<file path="src/rtl/reg_file.sv">
// Architectural register file with rename tracking for an out-of-order core.
// Each register carries a busy flag and the ROB tag of its pending producer;
// source operands are resolved combinationally from the register file, the
// committing instruction, or the ROB itself.
module reg_file #(
  parameter int ROB_BIT = 4,
  parameter int REG_BIT = 5
) (
  input  logic               clk_in,
  input  logic               rst_in,
  input  logic               rdy_in,
  input  logic               clear_up,
  input  logic               issue_valid,
  input  logic [REG_BIT-1:0] issue_reg_id,
  input  logic [ROB_BIT-1:0] issue_rob_entry,
  input  logic               commit_valid,
  input  logic [REG_BIT-1:0] commit_rd_reg_id,
  input  logic [ROB_BIT-1:0] commit_rob_entry,
  input  logic [31:0]        commit_value,
  input  logic [REG_BIT-1:0] rs1_id,
  input  logic [REG_BIT-1:0] rs2_id,
  output logic [31:0]        rs1_value,
  output logic [31:0]        rs2_value,
  output logic               rs1_dep_valid,
  output logic               rs2_dep_valid,
  output logic [ROB_BIT-1:0] rs1_dep,
  output logic [ROB_BIT-1:0] rs2_dep,
  output logic [ROB_BIT-1:0] get_rob_entry1,
  output logic [ROB_BIT-1:0] get_rob_entry2,
  input  logic               ready1,
  input  logic               ready2,
  input  logic [31:0]        value1,
  input  logic [31:0]        value2
);

  localparam int unsigned NREG = 1 << REG_BIT;

  logic [31:0]        regs [NREG];
  logic               busy [NREG];
  logic [ROB_BIT-1:0] tag  [NREG];

  // A same-cycle issue to the committing register keeps it busy under the new tag.
  logic issue_live;
  logic commit_retires;

  // Decode which of this cycle's rename/retire events actually change busy state.
  always_comb begin
    issue_live     = issue_valid && !clear_up && (issue_reg_id != '0);
    commit_retires = commit_valid && (commit_rd_reg_id != '0)
                     && busy[commit_rd_reg_id]
                     && (tag[commit_rd_reg_id] == commit_rob_entry)
                     && !(issue_live && (issue_reg_id == commit_rd_reg_id));
  end

  // State update: reset dominates, rdy_in low freezes, flush clears rename state
  // but the committed value is still written back.
  always_ff @(posedge clk_in) begin
    if (!rst_in) begin
      for (int unsigned i = 0; i < NREG; i++) begin
        regs[i] <= '0;
        busy[i] <= 1'b0;
        tag[i]  <= '0;
      end
    end else if (rdy_in) begin
      if (commit_valid && (commit_rd_reg_id != '0)) begin
        regs[commit_rd_reg_id] <= commit_value;
      end
      if (clear_up) begin
        for (int unsigned i = 0; i < NREG; i++) begin
          busy[i] <= 1'b0;
          tag[i]  <= '0;
        end
      end else begin
        if (commit_retires) begin
          busy[commit_rd_reg_id] <= 1'b0;
        end
        if (issue_live) begin
          busy[issue_reg_id] <= 1'b1;
          tag[issue_reg_id]  <= issue_rob_entry;
        end
      end
    end
  end

  // ROB lookups always follow the current tag of each source register.
  always_comb begin
    get_rob_entry1 = tag[rs1_id];
    get_rob_entry2 = tag[rs2_id];
  end

  // Resolve source operand 1: x0, idle register, committing bypass, ROB value, or wait.
  always_comb begin
    rs1_value     = '0;
    rs1_dep_valid = 1'b0;
    rs1_dep       = '0;
    if (rs1_id == '0) begin
      rs1_value = '0;
    end else if (!busy[rs1_id]) begin
      rs1_value = regs[rs1_id];
    end else if (commit_valid && (commit_rd_reg_id == rs1_id)
                 && (commit_rob_entry == tag[rs1_id])) begin
      rs1_value = commit_value;
    end else if (ready1) begin
      rs1_value = value1;
    end else begin
      rs1_dep_valid = 1'b1;
      rs1_dep       = tag[rs1_id];
    end
  end

  // Resolve source operand 2 with the same priority as operand 1.
  always_comb begin
    rs2_value     = '0;
    rs2_dep_valid = 1'b0;
    rs2_dep       = '0;
    if (rs2_id == '0) begin
      rs2_value = '0;
    end else if (!busy[rs2_id]) begin
      rs2_value = regs[rs2_id];
    end else if (commit_valid && (commit_rd_reg_id == rs2_id)
                 && (commit_rob_entry == tag[rs2_id])) begin
      rs2_value = commit_value;
    end else if (ready2) begin
      rs2_value = value2;
    end else begin
      rs2_dep_valid = 1'b1;
      rs2_dep       = tag[rs2_id];
    end
  end

endmodule

</file>
<file path="config.mk">
export PLATFORM = sky130hd
export DESIGN_NAME = reg_file
export DESIGN_NICKNAME = d
export VERILOG_FILES = /design/src/rtl/reg_file.sv
export SDC_FILE = /design/constraint.sdc
export NUM_CORES = 2
export LEC_CHECK = 0
export CAP_MARGIN = 20
export CORE_ASPECT_RATIO = 1.5
export CORE_MARGIN = 5
export CORE_UTILIZATION = 35
export DETAILED_ROUTE_END_ITERATION = 12
export HOLD_SLACK_MARGIN = 0.1
export PLACE_DENSITY = 0.49
export SETUP_SLACK_MARGIN = 0.2
export SYNTH_ARGS = -nofsm -noshare
export SYNTH_HDL_FRONTEND = slang
export SYNTH_SLANG_ARGS = --single-unit
</file>
<file path="constraint.sdc">
create_clock -name clk_in -period 5.4 [get_ports clk_in]
set_input_delay 0.54 -clock clk_in [delete_from_list [all_inputs] [get_ports clk_in]]
set_output_delay 0.54 -clock clk_in [all_outputs]
set_load 0.005 [all_outputs]
</file>
Word-level counts from Yosys, hierarchy flattened
Memories as Yosys holds them, arrays and structs flattened.
Index checks and enable logic that the tools add are counted.
{ "op_classes": {"n_eq_ne": 6, "muxes": 119, "bitwise_logic": 64, "reduce_logical": 21} }
{ "ops": {"columns": ["operator", "n"], "rows": [
  ["$mux 32", 9],
  ["$mux 4", 41],
  ["$mux 1", 65],
  ["$or 1x1->1", 64],
  ["$reduce_or 32->1", 1],
  ["$mux 5", 4],
  ["$eq 5x5->1", 3],
  ["$eq 4x4->1", 3],
  ["$logic_and 1x1->1", 11],
  ["$logic_not 5->1", 2],
  ["$reduce_bool 5->1", 2],
  ["$reduce_or 4->1", 1],
  ["$logic_not 1->1", 2],
  ["$reduce_or 1->1", 2]
]} }
{ "word_totals": {"ff_bits": 0, "ramBits": 1184, "inputBits": 132, "output_inout_bits": 82, "elab_cells": 213, "n_memories": 3} }
{ "memory_table": {"columns": ["memory", "words", "word_bits", "rd", "rd_clocked_by_memory_dff", "write_ports", "line_no", "rtl"], "rows": [
  ["regs", 32, 32, 2, 0, 32, "38", "logic [31:0] regs [NREG];"],
  ["tag", 32, 4, 3, 0, 32, "40", "logic [ROB_BIT-1:0] tag [NREG];"],
  ["busy", 32, 1, 3, 0, 32, "39", "logic busy [NREG];"]
]} }

Longest topological paths before layout
{ "depth": {"word_depth": 13, "ltp_mapped": 15, "ltp_nobuf": 7} }

Worst setup path after synthesis
Ideal clock, no wire load.
{ "synth_path": {"path_kind": "input-to-reg", "start": "in commit_rd_reg_id[1]", "end": "mem regs[31][0] (enable)", "setup_time_ns": 0.466, "t_arrival_ns": 4.252, "required_ns": 4.934, "slack_ns": 0.683, "cell_stages": 7, "n_path_buf": 4, "path_cell_list": "buf_2 > buf_1 > nand2_1 > or2_2 > clkbuf_1 > clkbuf_1 > o21ai_0"} }
{ "synth_rtl": {"columns": ["element", "line_no", "rtl"], "rows": [
  ["start, declared", "17", "input logic [REG_BIT-1:0] commit_rd_reg_id,"],
  ["end, declared", "38", null]
]} }

Worst setup path in the final report
{ "layout_path": {"start": "in rs2_id[0]", "end": "out rs2_dep[2]"} }
{ "layout_via": {"elab_chain_len": 6, "elab_cells_between_ends": 11, "classes_between": "2 x eq/ne; 4 x mux; 3 x reduce/logical; 2 x memory"} }
{ "layout_lines": {"columns": ["element", "line_no", "rtl"], "rows": [
  ["start, declared", "21", "input logic [REG_BIT-1:0] rs2_id,"],
  ["$mem_v2 32x4 / $eq 5x5->1 (equally long branches)", null, null],
  ["$eq 4x4->1 / $logic_and 1x1->1 (equally long branches)", "121, 120", null],
  ["$logic_and 1x1->1", "121", "&& (commit_rob_entry == tag[rs2_id])) begin"],
  ["$mux 4", "120", "end else if (commit_valid && (commit_rd_reg_id == rs2_id)"],
  ["$mux 4", "118", "end else if (!busy[rs2_id]) begin"],
  ["$mux 4 *", "116", "if (rs2_id == '0) begin"],
  ["end, declared", "27", "output logic [ROB_BIT-1:0] rs2_dep,"]
]} }
Every way passes the cells marked *; elsewhere a longest branch is shown, timed or not.

==> impl_metrics.env <==
export IMPL_run_status="finished clean"
export IMPL_wl_per_cell_microns=37.6
export IMPL_root_buffer="clkbuf_16"
export IMPL_cts_made_buffers=130
export IMPL_regToRegStartpoint="tag[7][3]"
export IMPL_p_clk_share_pct=38.4
export IMPL_power_leakage_nw=26.3
export IMPL_drive_gt1_share_pct=25.2
export IMPL_syn_area_sq_mm=0.0672
export IMPL_start_util_pct=35.1
export IMPL_area_growth_pct=15.0
export IMPL_instances_no_fill=7256
export IMPL_fin_skew_ns=0.0173
export IMPL_grt_pass1_wl_mm=373
export IMPL_postSynthCellCount=4615
export IMPL_nets=4794
export IMPL_drt_iter0_drc=4955
export IMPL_ff2ff_path_depth=8
export IMPL_irDropWorstVdd_v=0.000305
export IMPL_die_y_microns=547
export IMPL_ctsLongestPathBuffers=3
export IMPL_fin_tns_setup_ns=0
export IMPL_cp_end_kind="output pin"
export IMPL_viasPerCell=6.21
export IMPL_post_cts_setup_buffers=0
export IMPL_worstPathCellList="buf_8 > buf_4 > or3b_1 > o221ai_1 > nor3_4 > nor3_1 > nor4b_4 > buf_4 > buf_4 > and3_1 > nor4_1 > clkdlybuf4s50_1"
export IMPL_synth_distinct_cells=74
export IMPL_routed_via_count=45100
export IMPL_ys_seq_area_share_pct=52.4
export IMPL_cap_viol_max_count=0
export IMPL_cts_sinks=1184
export IMPL_worstPathArrival_ns=4.61
export IMPL_drt_first_pass_iters=6
export IMPL_detail_route_antenna_nets=0
export IMPL_swShare_pct=26.5
export IMPL_min_delay_start="busy[21]"
export IMPL_dieArea_sq_mm=0.201
export IMPL_critPathKind="input pin to output pin"
export IMPL_critPathSlowestCell="clkdlybuf4s50_1"
export IMPL_cp_common_cell="buf_4"
export IMPL_p_int_mw=17.2
export IMPL_rows=197
export IMPL_hpwl_mm=165
export IMPL_setup_viol=0
export IMPL_grt_overflow=0
export IMPL_cts_resized=0
export IMPL_cts_hold_buffers=0
export IMPL_place_congestion=0.923
export IMPL_grt_max_degree=95
export IMPL_power_share_sequential_pct=46.3
export IMPL_hold_violations=0
export IMPL_rr_endpoint="busy[3]"
export IMPL_die_w_microns=368
export IMPL_final_cell_mix="edfxtp_1 (1152), and2_1 (1013), mux4_2 (648)"
export IMPL_hold_depth=2
export IMPL_fin_area_sq_mm=0.0774
export IMPL_slowest_delay_ns=0.62
export IMPL_startpoint_type="input pin"
export IMPL_coreArea_sq_mm=0.192
export IMPL_min_to="busy[21]"
export IMPL_hold_path_class="flip-flop to flip-flop"
export IMPL_layout_min_cycle_time_ns=5.15
export IMPL_worstPathRequired_ns=4.86
export IMPL_placed_cells=7010
export IMPL_grt_pass1_vias=46000
export IMPL_fin_crit_sh_pct=95.5
export IMPL_max_freq_mhz=194
export IMPL_cts_clk_slew_worst_paths_ns=0.06
export IMPL_slew_violations=0
export IMPL_antenna_found_initial=31
export IMPL_postPlaceCellArea_sq_mm=0.0730
export IMPL_ys_seq_elements=1184
export IMPL_ys_warn_count=0
export IMPL_htree_levels=4
export IMPL_fin_util_pct=40.4
export IMPL_clk_latency_ns=0.78
export IMPL_synth_edf_count=1152
export IMPL_p_per_area_mw_per_mm2=303
export IMPL_route_final_wire_length_mm=273
export IMPL_io_pins=214
export IMPL_tightest_slew_ns=1.20
export IMPL_r2r_setup_slack_ns=2.41
export IMPL_p_comb_share_pct=15.4
export IMPL_power_switching_mw=6.20
export IMPL_final_common_cell="edfxtp_1"
export IMPL_drc=0
export IMPL_maxSlewHeadroom_pct=20.3
export IMPL_cts_tree="built"
export IMPL_cp_max_fo=35
export IMPL_synth_ff_type="edfxtp_1"
export IMPL_track_usage_pct=26.5
export IMPL_rsz0062_at_grt="true"
export IMPL_syn_area_per_cell_sq_um=14.6
export IMPL_portBuffers=213
export IMPL_synthArstFlopShare_pct=0
-- sequential cells by signal (all words and copies together) (netlist names) --
register / count
busy: 32
regs: 1024
tag: 128
-- kinds of logic after synthesis --
logic type             share of synthesized area (%)
AO/OA/AOI/OAI                                   4.48
XOR/XNOR                                       0.287
buffers and inverters                           3.80
flip-flops                                      52.4
multiplexers                                    25.3
other                                        0.00558
AND/OR/NAND/NOR                                 13.7
-- through the flow --
step	hold slack, ns	setup WS, ns	power [mW]
after floorplan	0.455	0.683	12.9
after global placement	0.472	0.380	14.5
after detailed placement	0.480	0.416	14.6
after CTS	0.487	0.263	23.5
after global routing	0.514	0.173	24.0
final	0.485	0.245	23.4
-- metal layers --
layer  share of wire, %  global-route usage [%]  up-vias
li1                   -                       -    18200
met1                 37                    32.8    23800
met2                 50                    45.6     2486
met3                7.8                    4.43      620
met4                5.2                    12.3        2
met5             0.0026                       0        -
-- synthesized netlist by cell type, types with 31 or more instances --
cell type / n / area (sq um)
mux2i_1: 160 / 1600
a221oi_1: 42 / 368
and3_1: 128 / 801
nand2_1: 149 / 559
dfxtp_1: 32 / 641
and2_1: 1014 / 6340
nand4_1: 73 / 457
nor4_1: 40 / 250
edfxtp_1: 1152 / 34600
a31oi_1: 64 / 400
a21oi_1: 43 / 215
buf_1: 31 / 116
clkbuf_1: 384 / 1440
o21ai_0: 43 / 215
mux2_2: 45 / 507
a22oi_1: 32 / 240
buf_2: 76 / 380
nor2_1: 45 / 169
mux4_2: 648 / 14600
o21ai_1: 97 / 485
-- power by group through the flow --
stage | clock (mW) | sequential [mW] | combinational (mW)
after detailed placement | 0 | 11.0 | 3.56
after global placement | 0 | 11.0 | 3.55
after global routing | 9.44 | 10.9 | 3.72
after CTS | 9.10 | 10.8 | 3.57
final | 8.99 | 10.8 | 3.60
after floorplan | 0 | 10.9 | 2.00
-- worst max-delay path, delay by kind of cell --
family,cells,cell delay [ns]
and+or+nand+nor,6,1.77
AOI/OAI and AO/OA,1,0.38
buffers and inverters,5,1.80
-- area by class of cell --
cell class,count,area [sq um]
inverters,5,18.8
well taps,2487,3110
fillers,17500,114000
flip-flops and latches,1184,35200
clock buffers,169,3590
repair buffers,426,4530
multi-input cells,2915,30300
clock inverters,60,526
diodes,10,25.0
-- worst max-delay path by stage --
| stage | startpoint | to | slack, ns | depth (start not counted) |
|---|---|---|---|---|
| 3_5_place_dp | rs2_id[0] | rs2_dep[2] | 0.42 | 12 |
| 5_1_grt | rs2_id[0] | rs2_dep[2] | 0.17 | 12 |
| 2_1_floorplan | commit_rd_reg_id[1] | regs[31][0] | 0.68 | 7 |
| 3_3_place_gp | rs2_id[0] | rs2_dep[1] | 0.38 | 12 |
| 4_1_cts | tag[23][1] | rs2_dep[1] | 0.26 | 10 |
| 6_report | rs2_id[0] | rs2_dep[2] | 0.25 | 12 |
No activity file was read; power rests on OpenSTA's default activity.
